## src/rtl/fios_pe_sequencer.sv

```systemverilog
// fios_pe_sequencer: control sequencer for one FIOS Montgomery multiply
// on a 17-bit-word PE chain. Walks the outer loop over a-words (i) and
// the AB / MP inner loops over b/p-words (j), with an m-wait (w) between
// them. It drives the per-cycle PE control vector and the word addresses.
//
// Ports:
//   clock_i, reset_i      clock, synchronous active-high reset
//   start_i               one-cycle start request (ignored while busy)
//   busy_o, done_o        operation in flight / one-cycle completion pulse
//   a_reg_en_o            load a-word into PE
//   m_reg_en_o            capture m = RES[16:0]
//   mux_A/B/C_sel_o       PE operand mux selects
//   CREG_en_o             DSP C register enable
//   OPMODE_o              DSP OPMODE
//   RES_delay_en_o        feedback delay-line enable
//   a_idx_o, word_idx_o   outer (a-word) and inner (b/p-word) indices
module fios_pe_sequencer #(
    parameter int S     = 16,
    parameter int ABREG = 1,
    parameter int MREG  = 1,
    localparam int L    = 1 + ABREG + MREG,
    localparam int IW   = $clog2(S)
) (
    input  logic          clock_i,
    input  logic          reset_i,
    input  logic          start_i,
    output logic          busy_o,
    output logic          done_o,
    output logic          a_reg_en_o,
    output logic          m_reg_en_o,
    output logic [1:0]    mux_A_sel_o,
    output logic [1:0]    mux_B_sel_o,
    output logic [1:0]    mux_C_sel_o,
    output logic          CREG_en_o,
    output logic [8:0]    OPMODE_o,
    output logic          RES_delay_en_o,
    output logic [IW-1:0] a_idx_o,
    output logic [IW-1:0] word_idx_o
);

    localparam int WW = $clog2(L + 1);

    localparam logic [8:0] OPM_ZERO = 9'h000;
    localparam logic [8:0] OPM_MUL  = 9'h005;
    localparam logic [8:0] OPM_MAC  = 9'h035;

    localparam logic [1:0] A_AREG = 2'd0;
    localparam logic [1:0] A_RES  = 2'd1;
    localparam logic [1:0] A_MREG = 2'd2;
    localparam logic [1:0] A_ZERO = 2'd3;

    localparam logic [1:0] B_BW   = 2'd0;
    localparam logic [1:0] B_PP0  = 2'd1;
    localparam logic [1:0] B_PW   = 2'd2;
    localparam logic [1:0] B_ZERO = 2'd3;

    localparam logic [1:0] C_CIN  = 2'd0;
    localparam logic [1:0] C_RESD = 2'd1;

    localparam logic [IW-1:0] J_LAST = IW'(S - 1);
    localparam logic [WW-1:0] W_LAST = WW'(L - 1);

    typedef enum logic [2:0] {
        ST_IDLE,
        ST_LOAD_A,
        ST_AB,
        ST_MCALC,
        ST_MWAIT,
        ST_MP,
        ST_DRAIN,
        ST_DONE
    } state_t;

    state_t        state_q, state_d;
    logic [IW-1:0] i_q, i_d;
    logic [IW-1:0] j_q, j_d;
    logic [WW-1:0] w_q, w_d;

    logic          busy_q, busy_d;
    logic          done_q, done_d;
    logic          a_reg_en_q, a_reg_en_d;
    logic          m_reg_en_q, m_reg_en_d;
    logic [1:0]    mux_a_sel_q, mux_a_sel_d;
    logic [1:0]    mux_b_sel_q, mux_b_sel_d;
    logic [1:0]    mux_c_sel_q, mux_c_sel_d;
    logic          creg_en_q, creg_en_d;
    logic [8:0]    opmode_q, opmode_d;
    logic          res_delay_en_q, res_delay_en_d;
    logic [IW-1:0] a_idx_q, a_idx_d;
    logic [IW-1:0] word_idx_q, word_idx_d;

    logic j_last, i_last, w_last;

    assign j_last = (j_q == J_LAST);
    assign i_last = (i_q == J_LAST);
    assign w_last = (w_q == W_LAST);

    // Sequencing: counters and next state.
    always_comb begin
        state_d = state_q;
        i_d     = i_q;
        j_d     = j_q;
        w_d     = w_q;
        unique case (state_q)
            ST_IDLE: begin
                if (start_i) begin
                    state_d = ST_LOAD_A;
                    i_d     = '0;
                end
            end
            ST_LOAD_A: begin
                state_d = ST_AB;
                j_d     = '0;
            end
            ST_AB: begin
                if (j_last) begin
                    state_d = ST_MCALC;
                    j_d     = '0;
                end else begin
                    j_d = j_q + 1'b1;
                end
            end
            ST_MCALC: begin
                state_d = ST_MWAIT;
                w_d     = '0;
            end
            ST_MWAIT: begin
                if (w_last) begin
                    state_d = ST_MP;
                    w_d     = '0;
                    j_d     = '0;
                end else begin
                    w_d = w_q + 1'b1;
                end
            end
            ST_MP: begin
                if (j_last) begin
                    j_d = '0;
                    if (i_last) begin
                        state_d = ST_DRAIN;
                        w_d     = '0;
                    end else begin
                        state_d = ST_LOAD_A;
                        i_d     = i_q + 1'b1;
                    end
                end else begin
                    j_d = j_q + 1'b1;
                end
            end
            ST_DRAIN: begin
                if (w_last) begin
                    state_d = ST_DONE;
                    w_d     = '0;
                end else begin
                    w_d = w_q + 1'b1;
                end
            end
            ST_DONE: begin
                state_d = ST_IDLE;
                i_d     = '0;
            end
            default: begin
                state_d = ST_IDLE;
            end
        endcase
    end

    // Control vector is decoded from the *next* state so that, once
    // registered, it lines up with the cycles spent in that state.
    always_comb begin
        busy_d         = 1'b1;
        done_d         = 1'b0;
        a_reg_en_d     = 1'b0;
        m_reg_en_d     = 1'b0;
        mux_a_sel_d    = A_ZERO;
        mux_b_sel_d    = B_ZERO;
        mux_c_sel_d    = C_CIN;
        creg_en_d      = 1'b0;
        opmode_d       = OPM_ZERO;
        res_delay_en_d = 1'b0;
        a_idx_d        = i_d;
        word_idx_d     = '0;
        unique case (state_d)
            ST_IDLE: begin
                busy_d  = 1'b0;
                a_idx_d = '0;
            end
            ST_LOAD_A: begin
                a_reg_en_d = 1'b1;
            end
            ST_AB: begin
                mux_a_sel_d    = A_AREG;
                mux_b_sel_d    = B_BW;
                // First a-word starts from the external C; later ones
                // accumulate onto the fed-back partial result.
                mux_c_sel_d    = (i_d == '0) ? C_CIN : C_RESD;
                opmode_d       = OPM_MAC;
                creg_en_d      = 1'b1;
                res_delay_en_d = 1'b1;
                word_idx_d     = j_d;
            end
            ST_MCALC: begin
                mux_a_sel_d = A_RES;
                mux_b_sel_d = B_PP0;
                opmode_d    = OPM_MUL;
            end
            ST_MWAIT: begin
                // m emerges from the DSP pipe on the last wait cycle.
                m_reg_en_d = (w_d == W_LAST);
            end
            ST_MP: begin
                mux_a_sel_d    = A_MREG;
                mux_b_sel_d    = B_PW;
                mux_c_sel_d    = C_RESD;
                opmode_d       = OPM_MAC;
                creg_en_d      = 1'b1;
                res_delay_en_d = 1'b1;
                word_idx_d     = j_d;
            end
            ST_DRAIN: begin
                busy_d = 1'b1;
            end
            ST_DONE: begin
                done_d = 1'b1;
            end
            default: begin
                busy_d = 1'b0;
            end
        endcase
    end

    always_ff @(posedge clock_i) begin
        if (reset_i) begin
            state_q        <= ST_IDLE;
            i_q            <= '0;
            j_q            <= '0;
            w_q            <= '0;
            busy_q         <= 1'b0;
            done_q         <= 1'b0;
            a_reg_en_q     <= 1'b0;
            m_reg_en_q     <= 1'b0;
            mux_a_sel_q    <= A_ZERO;
            mux_b_sel_q    <= B_ZERO;
            mux_c_sel_q    <= C_CIN;
            creg_en_q      <= 1'b0;
            opmode_q       <= OPM_ZERO;
            res_delay_en_q <= 1'b0;
            a_idx_q        <= '0;
            word_idx_q     <= '0;
        end else begin
            state_q        <= state_d;
            i_q            <= i_d;
            j_q            <= j_d;
            w_q            <= w_d;
            busy_q         <= busy_d;
            done_q         <= done_d;
            a_reg_en_q     <= a_reg_en_d;
            m_reg_en_q     <= m_reg_en_d;
            mux_a_sel_q    <= mux_a_sel_d;
            mux_b_sel_q    <= mux_b_sel_d;
            mux_c_sel_q    <= mux_c_sel_d;
            creg_en_q      <= creg_en_d;
            opmode_q       <= opmode_d;
            res_delay_en_q <= res_delay_en_d;
            a_idx_q        <= a_idx_d;
            word_idx_q     <= word_idx_d;
        end
    end

    assign busy_o         = busy_q;
    assign done_o         = done_q;
    assign a_reg_en_o     = a_reg_en_q;
    assign m_reg_en_o     = m_reg_en_q;
    assign mux_A_sel_o    = mux_a_sel_q;
    assign mux_B_sel_o    = mux_b_sel_q;
    assign mux_C_sel_o    = mux_c_sel_q;
    assign CREG_en_o      = creg_en_q;
    assign OPMODE_o       = opmode_q;
    assign RES_delay_en_o = res_delay_en_q;
    assign a_idx_o        = a_idx_q;
    assign word_idx_o     = word_idx_q;

endmodule

```

## config.mk

```make
export PLATFORM = sky130hd
export DESIGN_NAME = fios_pe_sequencer
export DESIGN_NICKNAME = d
export VERILOG_FILES = /design/src/rtl/fios_pe_sequencer.sv
export SDC_FILE = /design/constraint.sdc
export NUM_CORES = 1
export LEC_CHECK = 0
export ABC_AREA = 1
export ABC_CLOCK_PERIOD_IN_PS = 1400
export BUFFER_PORTS_ARGS = -buffer_cell sky130_fd_sc_hd__buf_2
export CORE_MARGIN = 2
export CORE_UTILIZATION = 30
export DETAILED_ROUTE_END_ITERATION = 12
export PLACE_DENSITY = 0.62
export SLEW_MARGIN = 25
export SYNTH_ARGS = -nofsm -noshare
export SYNTH_HDL_FRONTEND = slang
export SYNTH_SLANG_ARGS = --single-unit
```

## constraint.sdc

```tcl
create_clock -name clock_i -period 1.4 [get_ports clock_i]
set_input_delay 0.21 -clock clock_i [delete_from_list [all_inputs] [get_ports clock_i]]
set_output_delay 0.21 -clock clock_i [all_outputs]
set_load 0.005 [all_outputs]
```

# Word level (Yosys, flattened, before mapping)
# Index checks and enable logic that the tools add are counted.
# word_totals
register_bits,39
latchBits,0
mem_bits_rw,0
rom_bits,0
input_bits,3
out_inout_bits,29
wordCells,71
mem_count,0
# classes
addsub,3
multipliers,0
n_div,0
n_lt_le_gt_ge,0
eq_ne,17
shifts,0
mux,26
bitwise,2
n_reduce_logical,9
# op_table
cell,n
$pmux W3 S8,1
$pmux W4 S3,2
$eq A3 B3 Y1 const B,7
$mux W4,5
$mux W3,6
$eq A3 B2 Y1 const B,4
$pmux W2 S3,2
$pmux W6 S2,1
$reduce_or A2 Y1,6
$add A4 B1 Y4 const B,2
$eq A4 B4 Y1 const B,2
$eq A3 B1 Y1 const B,2
$logic_not A3 Y1,2
$mux W2,3
$mux W1,5
$eq A2 B2 Y1 const B,2
$logic_not A4 Y1,1
$add A2 B1 Y2 const B,1
$not A1 Y1,2
$pmux W1 S2,1

# Logic depth before layout (Yosys ltp)
# Gate-level depths: netlist of the first run.
# logic_depth
depth_word,8
mapped_depth,12
depth_no_buf,12

# Worst setup path after synthesis of the first run
# No wires, ideal clock.
# synth_path
path_type,register -> register
startpoint,register j_q[0]
endpoint,register busy_q (netlist: busy_o)
arrival_time_ps,1440
slack_ps,-150
stages_incl_launch_ff,13
n_path_buf,0
cell_sequence,dfxtp_1 > ha_1 > nand2_2 > nor2_4 > nand2_2 > nand2_2 > nand3_2 > nor2_2 > nand2_1 > nor2_2 > inv_2 > nand2_1 > inv_1
# synth_via
elab_chain_len,5
elab_cells_between_ends,6
classes_between,1 x eq/ne; 4 x mux; 1 x reduce/logical
# synth_rtl
element,line,text
"start, declared",76,"logic [IW-1:0] j_q, j_d;"
"start signal, assigned",253,j_q <= j_d;
$eq A4 B4 Y1 *,94,assign j_last = (j_q == J_LAST);
$mux W3 (on tied branches),"137, 116",
$pmux W3 S8 *,104,unique case (state_q)
$logic_not A3 Y1 *,183,unique case (state_d)
$mux W1 *,183,
"end signal, assigned",255,busy_q <= busy_d;
"end, declared",79,"logic busy_q, busy_d;"
# Mark *: on every way between the ends. The rest lies on a longest branch, timed or not.
# A chain may end at the register's enable or synchronous reset.

# Worst setup path in the final report of the first run
# layout_path
startpoint,register j_q[1]
endpoint,register word_idx_q[2] (netlist: word_idx_o[2])
# layout_via
elab_chain_len,7
elab_cells_between_ends,12
classes_between,1 x add/sub; 3 x eq/ne; 5 x mux; 1 x bitwise; 2 x reduce/logical
# layout_rtl
element,line,text
$eq A4 B4 Y1,94,
$mux W3 (on tied branches),"137, 116",
$pmux W3 S8,104,
$eq A3 B3 Y1 or $eq A3 B2 Y1 (tied branches),183,
$reduce_or A2 Y1 (no line),n/a,
$not A1 Y1 (no line),n/a,
$reduce_or A2 Y1 (no line),n/a,
"end signal, assigned",266,word_idx_q <= word_idx_d;
"end, declared",90,"logic [IW-1:0] word_idx_q, word_idx_d;"
# Several ways; a longest one is shown, not always the timed one.

==> results of run 1 <==
==> logic make-up after synthesis <==
kind of cell,Yosys count,synth area share
flip-flops,30,0.4134
other,1,0.002582
AO/OA/AOI/OAI,15,0.06892
XOR/XNOR,1,0.006030
AND/OR/NAND/NOR,108,0.3471
adder cells (fa/ha/maj),2,0.01722
buffers and inverters,42,0.1447
==> worst min-delay path by stage <==
stage / slack (ns) / end / from
after global placement: 0.56 / j_q[2]$_SDFF_PP0_ / reset_i
after detailed placement: 0.56 / state_q[2]$_SDFF_PP0_ / reset_i
after global routing: 0.28 / w_q[0]$_SDFF_PP0_ / reset_i
after CTS: 0.27 / j_q[3]$_SDFF_PP0_ / reset_i
after floorplan: 0.29 / i_q[2]$_SDFF_PP0_ / reset_i
final: 0.28 / state_q[2]$_SDFF_PP0_ / reset_i
==> critical path, cell delays in order, from the launching register on <==
cell	delay [ns]
sky130_fd_sc_hd__dfxtp_2	0.36
sky130_fd_sc_hd__ha_4	0.15
sky130_fd_sc_hd__nand2_4	0.06
sky130_fd_sc_hd__nor2_4	0.14
sky130_fd_sc_hd__nand2_2	0.10
sky130_fd_sc_hd__nand2_2	0.08
sky130_fd_sc_hd__nand3_2	0.09
sky130_fd_sc_hd__nor2_2	0.16
sky130_fd_sc_hd__nand2_2	0.12
sky130_fd_sc_hd__nand2_4	0.11
sky130_fd_sc_hd__nand2_4	0.08
sky130_fd_sc_hd__nand2_8	0.09
sky130_fd_sc_hd__nor2_2	0.04
==> report_power, final <==
group	internal, uW	switching [uW]
clock network	496	331
registers	916	39.7
logic	320	433
==> sequential cells by signal, indices dropped and copies added, names as in the netlist, 2 cells and up <==
signal	count
i_q	4
a_idx_o	4
j_q	4
word_idx_o	4
state_q	3
mux_B_sel_o	2
w_q	2
==> stage by stage <==
stage | cells | util | power, uW | hold slack (ns)
5_1_grt | 325 | 0.4928 | 2666 | 0.2783
3_3_place_gp | 302 | 0.3880 | 1525 | 0.5578
2_1_floorplan | 204 | - | 1352 | 0.2908
6_report | 325 | 0.4928 | 2536 | 0.2815
3_5_place_dp | 302 | 0.3880 | 1524 | 0.5612
4_1_cts | 320 | 0.4587 | 2446 | 0.2685
==> cell usage after synthesis <==
master,instances
sky130_fd_sc_hd__buf_6,1
sky130_fd_sc_hd__o21ai_0,4
sky130_fd_sc_hd__a21oi_1,4
sky130_fd_sc_hd__a22oi_1,1
sky130_fd_sc_hd__o21bai_1,1
sky130_fd_sc_hd__nor3_1,3
sky130_fd_sc_hd__and2_4,1
sky130_fd_sc_hd__conb_1,1
sky130_fd_sc_hd__clkbuf_1,1
sky130_fd_sc_hd__o22ai_2,1
sky130_fd_sc_hd__nand3_1,15
sky130_fd_sc_hd__nor2_2,3
sky130_fd_sc_hd__o211ai_1,1
sky130_fd_sc_hd__nand4_1,4
sky130_fd_sc_hd__o21a_1,1
sky130_fd_sc_hd__nor2_4,3
sky130_fd_sc_hd__nand2_2,5
sky130_fd_sc_hd__nand2_4,1
sky130_fd_sc_hd__inv_1,23
sky130_fd_sc_hd__nor2_1,24
sky130_fd_sc_hd__ha_1,2
sky130_fd_sc_hd__xor2_1,1
sky130_fd_sc_hd__or2_2,2
sky130_fd_sc_hd__buf_4,12
sky130_fd_sc_hd__inv_2,5
sky130_fd_sc_hd__nand3_2,1
sky130_fd_sc_hd__a21oi_2,1
sky130_fd_sc_hd__dfxtp_1,30
sky130_fd_sc_hd__nand2_1,46
sky130_fd_sc_hd__a32oi_1,1
==> layout make-up <==
cell class	count	area, um2
tap	54	67.56
multi-input combinational	132	887.1
sequential	30	610.6
timing repair buffer	73	526.8
fill	431	2380
clock buffer	8	110.1
inverter	28	110.1
==> layer usage <==
metal  track usage  wire (um)  up-vias  share of wire
met4       0.05253        153        0          0.036
met3       0.04390        186       17          0.044
met2        0.2877       2278       45           0.53
met1        0.1588       1650      708           0.39
met5             0          0        -              0
li1              -          -      745              -
==> timing repair <==
action	in CTS	in global routing
setup buffers	11	5
pin swaps	17	19
endpoints found under the setup margin	23	28
gates resized for setup	39	33
==> results by stage, run 1 <==
Power:
- The worst-case IR drop observed on VDD is between 0.0007 and 0.0008 V.
- For this design the static power due to leakage is roughly 0.0011 uW.
- In this run the power density over the cells is 1097 nW/um2.

CTS:
- The count of hold-fix buffers inserted at cts is 0.
- Counting every sink on the clock net gives 30.
- The TritonCTS clock tree is done.
- The post-CTS clock slew at the launch and capture registers of the worst setup and hold paths is about 0.06 ns.
- CTS built an H-tree with a depth of 2.
- The buffer cell driving the clock tree root is sky130_fd_sc_hd__clkbuf_8.
- The clock passes through at most 2 buffers.
- The clock latency on the worst-skew pair is 0.29 ns.
- Clock tree synthesis inserted a total of 5 buffers.

Synthesis:
- The mapped netlist covers 1453 um2.
- The portion of synthesized cell area occupied by the leading cell type is 0.4134.
- The post-synthesis cell count is between 150 and 200.
- The number of different library cells in the post-synthesis netlist is 30.
- During synthesis, Yosys emitted a total of 0 warnings.
- The share of the Yosys chip area taken by registers is 0.4134.
- Yosys attributes the largest share of cell area to sky130_fd_sc_hd__dfxtp_1, sky130_fd_sc_hd__nand2_1, sky130_fd_sc_hd__buf_4.
- The average size of a mapped cell is around 7.3 um2.
- The cell type with the highest aggregate area in the netlist is sky130_fd_sc_hd__dfxtp_1.
- The post-synthesis register bit count is 30.

STA:
- Dividing the final minimum period by the clock period gives 1.196.
- The clock period minus final worst setup slack is approximately 1.7 ns.
- The setup-violating endpoint count in the final report is 25.
- Setup repair after global routing could not meet its margin everywhere.
- The final number of max-transition violations is 0.
- Across all setup checks in the final design, the least slack found is -0.2744 ns.
- The number of failing hold endpoints at the final stage is 0.
- The sum of negative setup slack is -4.080 ns.
- Between clock sinks in the finished design, the worst skew comes to 0.005163 ns.
- The achievable clock frequency is 597.2 MHz.

Floorplanning:
- 32 I/O pins were placed.
- The number of standard-cell rows in the floorplan is 25.
- The y dimension of the die is 73.59 um.
- The area of the placeable core is 4692 um2.
- The die outline area is around 5400 um2.
- The floorplan die width is 73.59 um.
- The initial utilization of the core area, before any placement, comes to 0.3096.

Layout:
- The library cell used most frequently in the layout, excluding fill and tap cells, is sky130_fd_sc_hd__buf_4.
- The share of post-route cells with drive strength above 1 is 0.5683.
- In the layout the commonest cells are sky130_fd_sc_hd__buf_4, sky130_fd_sc_hd__nand2_1, sky130_fd_sc_hd__buf_2, sky130_fd_sc_hd__dfxtp_1, sky130_fd_sc_hd__inv_1.
- With fillers left out, the area of the finished cells amounts to 2312 um2.
- In the final design database the tool counted between 200 and 300 nets.
- From synthesis to final layout, the design area changed by 59.17%.
- The number of diodes is 0.

Placement:
- Summing all placed instances gives a cell area of roughly 1800 um2.
- The final HPWL from detailed placement is 2485 um.
- Prior to clock tree synthesis, the placed netlist has a worst setup slack of -0.2527 ns.
- The count of buffers added on input and output ports is 25.
- Routability-driven placement finished with a final weighted congestion of between 0.8 and 0.9.

Critical path:
- STA classifies the critical path endpoint as a flop.
- The required time at the endpoint of the critical path is between 1.5 and 2 ns.
- The startpoint identified for the worst register-to-register timing path is j_q[1]$_SDFF_PP0_.
- The largest fanout on the critical path is 6.
- The capture instance of the worst register-to-register path is word_idx_o[2]$_SDFF_PP0_.
- The last element of the critical path is word_idx_o[2]$_SDFF_PP0_.
- The element type at the critical path start is a flop.
- The worst setup path is of the flop to flop kind.
- The data arrival time at the worst-slack endpoint is 1.85 ns.
- The count of cells along the worst register-to-register path is 12.
- The worst register-to-register path has a setup slack of -0.27 ns.
- The most critical setup path has its startpoint at j_q[1]$_SDFF_PP0_.

Drt:
- The count of antenna-violating nets left after detailed routing is 0.
- In the routed design, unresolved DRC markers number 0.
- The number of detailed-routing iterations run before antenna repair is 4.
- The vias per cell is 4.662.
- The via total after detailed routing is ~1500.
- The detailed router's first-iteration violation count is 99.
- The mean routed wirelength per cell is around 13 um.
- Wires add up to roughly 4300 um.

Run:
- The number of violations of the max-capacitance limit is 0.

Global routing:
- Across every metal layer, demand over resource in global routing totals 0.1525.
- After global routing the overflow that remains totals 0.
- Entering global routing, the biggest net connects 13 pins.
- The number of global-route vias before repair is about 1400.
- The first global-routing pass estimated 6258 um of wire.
- The initial antenna violation count was 0.

Status:
- The checks that failed: negative setup slack.
- The flow ran to the end, but the final reports show violations.

Hold path:
- The kind of path behind the tightest hold check is input port to flop.
- The worst hold path was traced through 2 stages.
Note: power is estimated with default switching activity, not from simulation.
==> inputs of run 2 (changes only) <==
- ABC_CLOCK_PERIOD_IN_PS: 1400 -> 1300
- CORE_MARGIN: 2 -> 3
- SETUP_SLACK_MARGIN: unset -> 0.3
- clock period: 1.4 -> 1.3 ns (I/O delays scaled with it)
==> run 2 against run 1 <==
The flow still finishes with violations (negative setup slack). Sequential share of layout area increased by 0.067 points. Global-route usage decreased by 0.72 points. Combinational power increased by 21%. Critical path depth unchanged. Routed wire length decreased by 4.7%. Die area increased by 5.5%. Clock power decreased by 2.5%. Power increased by 8.9%. Non-clock buffer count increased by 1. Core utilization increased by 2.6 points. Clock skew about the same. Count of clock-buffer cells in the layout decreased by 2.
==> results by stage, run 2 (synthesized netlist as in run 1, its figures left out) <==
Status:
- The flow ran to the end, but the final reports show violations.
- The final reports fail on negative setup slack.

Layout:
- The library cell used most frequently in the layout, excluding fill and tap cells, is sky130_fd_sc_hd__buf_4.
- The area taken by flip-flops and latches came to 618.1 um2 (+1.2%).
- The number of diodes came to 0 (unchanged).
- The final cell utilization of the core came to 0.5183 (+0.02553).
- The share of post-route cells with drive strength above 1 came to 0.5495 (-0.01882).
- The multi-input combinational cell area is 894.6 um2 (+0.85%).
- In the layout the commonest cells are sky130_fd_sc_hd__buf_4, sky130_fd_sc_hd__nand2_1, sky130_fd_sc_hd__buf_2, sky130_fd_sc_hd__dfxtp_1, sky130_fd_sc_hd__inv_1.
- The net count of the finished layout is 277 (+0.73%).
- The number of fill cells is 411 (-4.6%).
- The number of standard cells in the final layout excluding fillers is 325 (unchanged).
- The relative area change from synthesis to final layout is 60.72%.

CTS:
- TritonCTS built the clock tree.
- The number of H-tree levels is 2 (unchanged).
- The number of clock buffers inserted by TritonCTS is 5 (unchanged).
- The count of hold-fix buffers inserted at cts is 0 (unchanged).
- The post-CTS clock slew at the launch and capture registers of the worst setup and hold paths is 0.07 ns (about the same).
- The buffer cell driving the clock tree root is sky130_fd_sc_hd__clkbuf_8.
- The maximum number of buffers from clock root to sink was 2 (unchanged).
- The clock latency on the worst-skew pair was 0.29 ns (about the same).
- The number of clock sinks seen by CTS was 30 (unchanged).

Critical path:
- The required time at the endpoint of the critical path is 1.48 ns (-0.10 ns).
- The element type at the critical path start is a flop.
- The worst setup path is captured at a flop.
- The critical path buffer and inverter count is 0 (unchanged).
- The signal on the critical path passes through ha_4 > nand2_4 > nor2_4 > nand2_2 > nand2_4 > nand3_4 > nor2_4 > nand2_4 > nand2_4 > nand2_4 > nand2_4 > nor2_1.
- The delay of the slowest cell on the worst path was 0.35 ns (about the same).
- The cell class contributing the biggest share of worst-path delay is simple AND/OR/NAND/NOR gates.
- The logic depth of the worst path, buffers included is 12 (unchanged).
- The largest individual stage delay along the critical path comes from the cell sky130_fd_sc_hd__dfxtp_2.
- Among the stages of the critical path, the cell type that occurs most often is sky130_fd_sc_hd__nand2_4.
- The worst setup path is of the flop to flop kind.
- The largest fanout on the critical path was 6 (unchanged).
- The data arrival time at the worst-slack endpoint is 1.84 ns (about the same).
- The count of cells along the worst register-to-register path is 12 (unchanged).

STA:
- The post-route clock period utilization is 1.280 (+0.08446).
- Setup repair after global routing could not meet its margin everywhere.
- The final number of max-transition violations came to 0 (unchanged).
- The final critical-path setup slack is -0.3646 ns (-0.09020 ns).
- The sum of negative setup slack is -6.605 ns (-2.525 ns).
- The achievable clock frequency is 600.8 MHz (+0.59%).
- The worst clock skew is 0.005022 ns (-0.0001413 ns).
- The number of failing hold endpoints at the final stage was 0 (unchanged).
- The setup-violating endpoint count in the final report is 26 (+4.0%).
- The clock period minus final worst setup slack is 1.665 ns (-0.009805 ns).
- The worst slack on hold paths is 0.3026 ns (+0.02106 ns).

Power:
- The power density over cell area is 1183 nW/um2 (+7.8%).
- The switching power was 923.7 uW (+15%).
- The worst supply voltage drop on vdd was 0.0007344 V (+4.7%).
- The static leakage was 0.001161 uW (+1.2%).
- The combinational share of power is 0.330 (+0.033).
- The share of total power in the clock network was 0.292 (-0.034).
- The sequential cell fraction of total power was 0.378 (about the same).
- The switching power as a share of total power is 0.3345 (+0.01753).
- The cell-internal power came to 1838 uW (+6.1%).

Global routing:
- The initial antenna violation count is 0 (unchanged).
- The total global-route track usage came to 0.1454 (-0.007158).
- The global-route wire length before repair is 6078 um (-2.9%).
- The number of global-route vias before repair is 1379 (-4.6%).
- The overall overflow remaining after global route is 0 (unchanged).
- The largest net degree at the start of global routing was 12 (-1).

Drt:
- The count of antenna-violating nets left after detailed routing was 0 (unchanged).
- The number of detailed-routing iterations run before antenna repair is 4 (unchanged).
- The overall routed net length came to 4068 um (-4.7%).
- The mean routed wirelength per cell came to 12.52 um (-4.7%).
- The vias per cell is 4.551 (-2.4%).
- The via total after detailed routing is 1479 (-2.4%).
- The number of design rule violations left after detail routing is 0 (unchanged).
- The detailed router's first-iteration violation count was 56 (-43%).

Hold path:
- The number of stages on the worst hold path is 3 (+1).
- The kind of path behind the tightest hold check is input port to flop.

Floorplanning:
- The floorplan die width is 75.59 um (+2.7%).
- The number of standard-cell rows in the floorplan was 24 (-4.0%).
- The starting density of the core is 0.3225 (+0.01290).
- The die outline area came to 5713 um2 (+5.5%).
- The boundary pin count is 32 (unchanged).
- The y dimension of the die is 75.59 um (+2.7%).
- The area of the placeable core is 4504 um2 (-4.0%).

Run:
- The number of violations of the max-capacitance limit is 0 (unchanged).

Placement:
- The quantity of I/O buffers inserted on ports was 25 (unchanged).
- The cell total after placement was 305 (+0.99%).
- The worst setup slack after placement is -0.3666 ns (-0.1139 ns).
- The weighted congestion at the end of routability-driven global placement was 0.8123 (+1.2%).
- The final HPWL from detailed placement is 2596 um (+4.5%).
run 2: cell count changes in the layout (fill, tap and decap cells not counted), sizes merged:
cell / before / now
buf: 73 / 74
clkbuf: 8 / 6
clkinv: 0 / 1
clkinvlp: 0 / 1
inv: 28 / 29
run 2: worst register-to-register path, stage by stage, from the launching register on:
cell and delay, ns:
sky130_fd_sc_hd__dfxtp_2 0.35, sky130_fd_sc_hd__ha_4 0.16, sky130_fd_sc_hd__nand2_4 0.07, sky130_fd_sc_hd__nor2_4 0.17, sky130_fd_sc_hd__nand2_2 0.12, sky130_fd_sc_hd__nand2_4 0.10, sky130_fd_sc_hd__nand3_4 0.07, sky130_fd_sc_hd__nor2_4 0.12
sky130_fd_sc_hd__nand2_4 0.08, sky130_fd_sc_hd__nand2_4 0.09, sky130_fd_sc_hd__nand2_4 0.06, sky130_fd_sc_hd__nand2_4 0.10, sky130_fd_sc_hd__nor2_1 0.06
run 2: final timing paths:
path,from,slack (ns),to
worst min-delay path,reset_i,0.30,i_q[2]$_SDFF_PP0_
worst min register to register,j_q[3]$_SDFF_PP0_,0.61,j_q[3]$_SDFF_PP0_
worst max register to register,j_q[0]$_SDFF_PP0_,-0.36,word_idx_o[2]$_SDFF_PP0_
worst max-delay path,j_q[0]$_SDFF_PP0_,-0.36,word_idx_o[2]$_SDFF_PP0_
run 2: metal layers:
| layer | routed length, um | part of all wire | GRT usage |
|---|---|---|---|
| met2 | 2022 | 0.50 | 0.2416 |
| met3 | 194 | 0.048 | 0.05541 |
| met4 | 127 | 0.031 | 0.06214 |
| met1 | 1723 | 0.42 | 0.1667 |
| met5 | 0 | 0 | 0 |
run 2: power by group through the flow:
stage / Sequential [uW] / Clock, uW / Combinational (uW)
floorplan: 1050 / 0 / 423
global placement: 1040 / 0 / 668
detailed placement: 1040 / 0 / 672
CTS: 1030 / 831 / 804
global route: 1050 / 856 / 987
finish: 1040 / 806 / 912
run 2: what timing repair did:
action | CTS | global route
setup endpoints to repair | 30 | 34
hold endpoints to repair | 0 | 0
gates cloned | 0 | 1
pin swaps | 11 | 9
setup buffers | 9 | 2
gates resized for setup | 36 | 38
run 2: cell type report:
class                   instances  area share
multi-input cells             132      0.3832
flip-flops and latches         30      0.2647
repair buffers                 74      0.2272
inverters                      28     0.05252
clock buffers                   6     0.03537
well taps                      52     0.02787
clock inverters                 2    0.005359
repair inverters                1    0.003751
run 2: through the flow:
step,power (uW),area [um2]
after global routing,2895,2335
after detailed placement,1713,1876
after global placement,1707,1876
final,2761,2335
after CTS,2666,2172
after floorplan,1474,1505
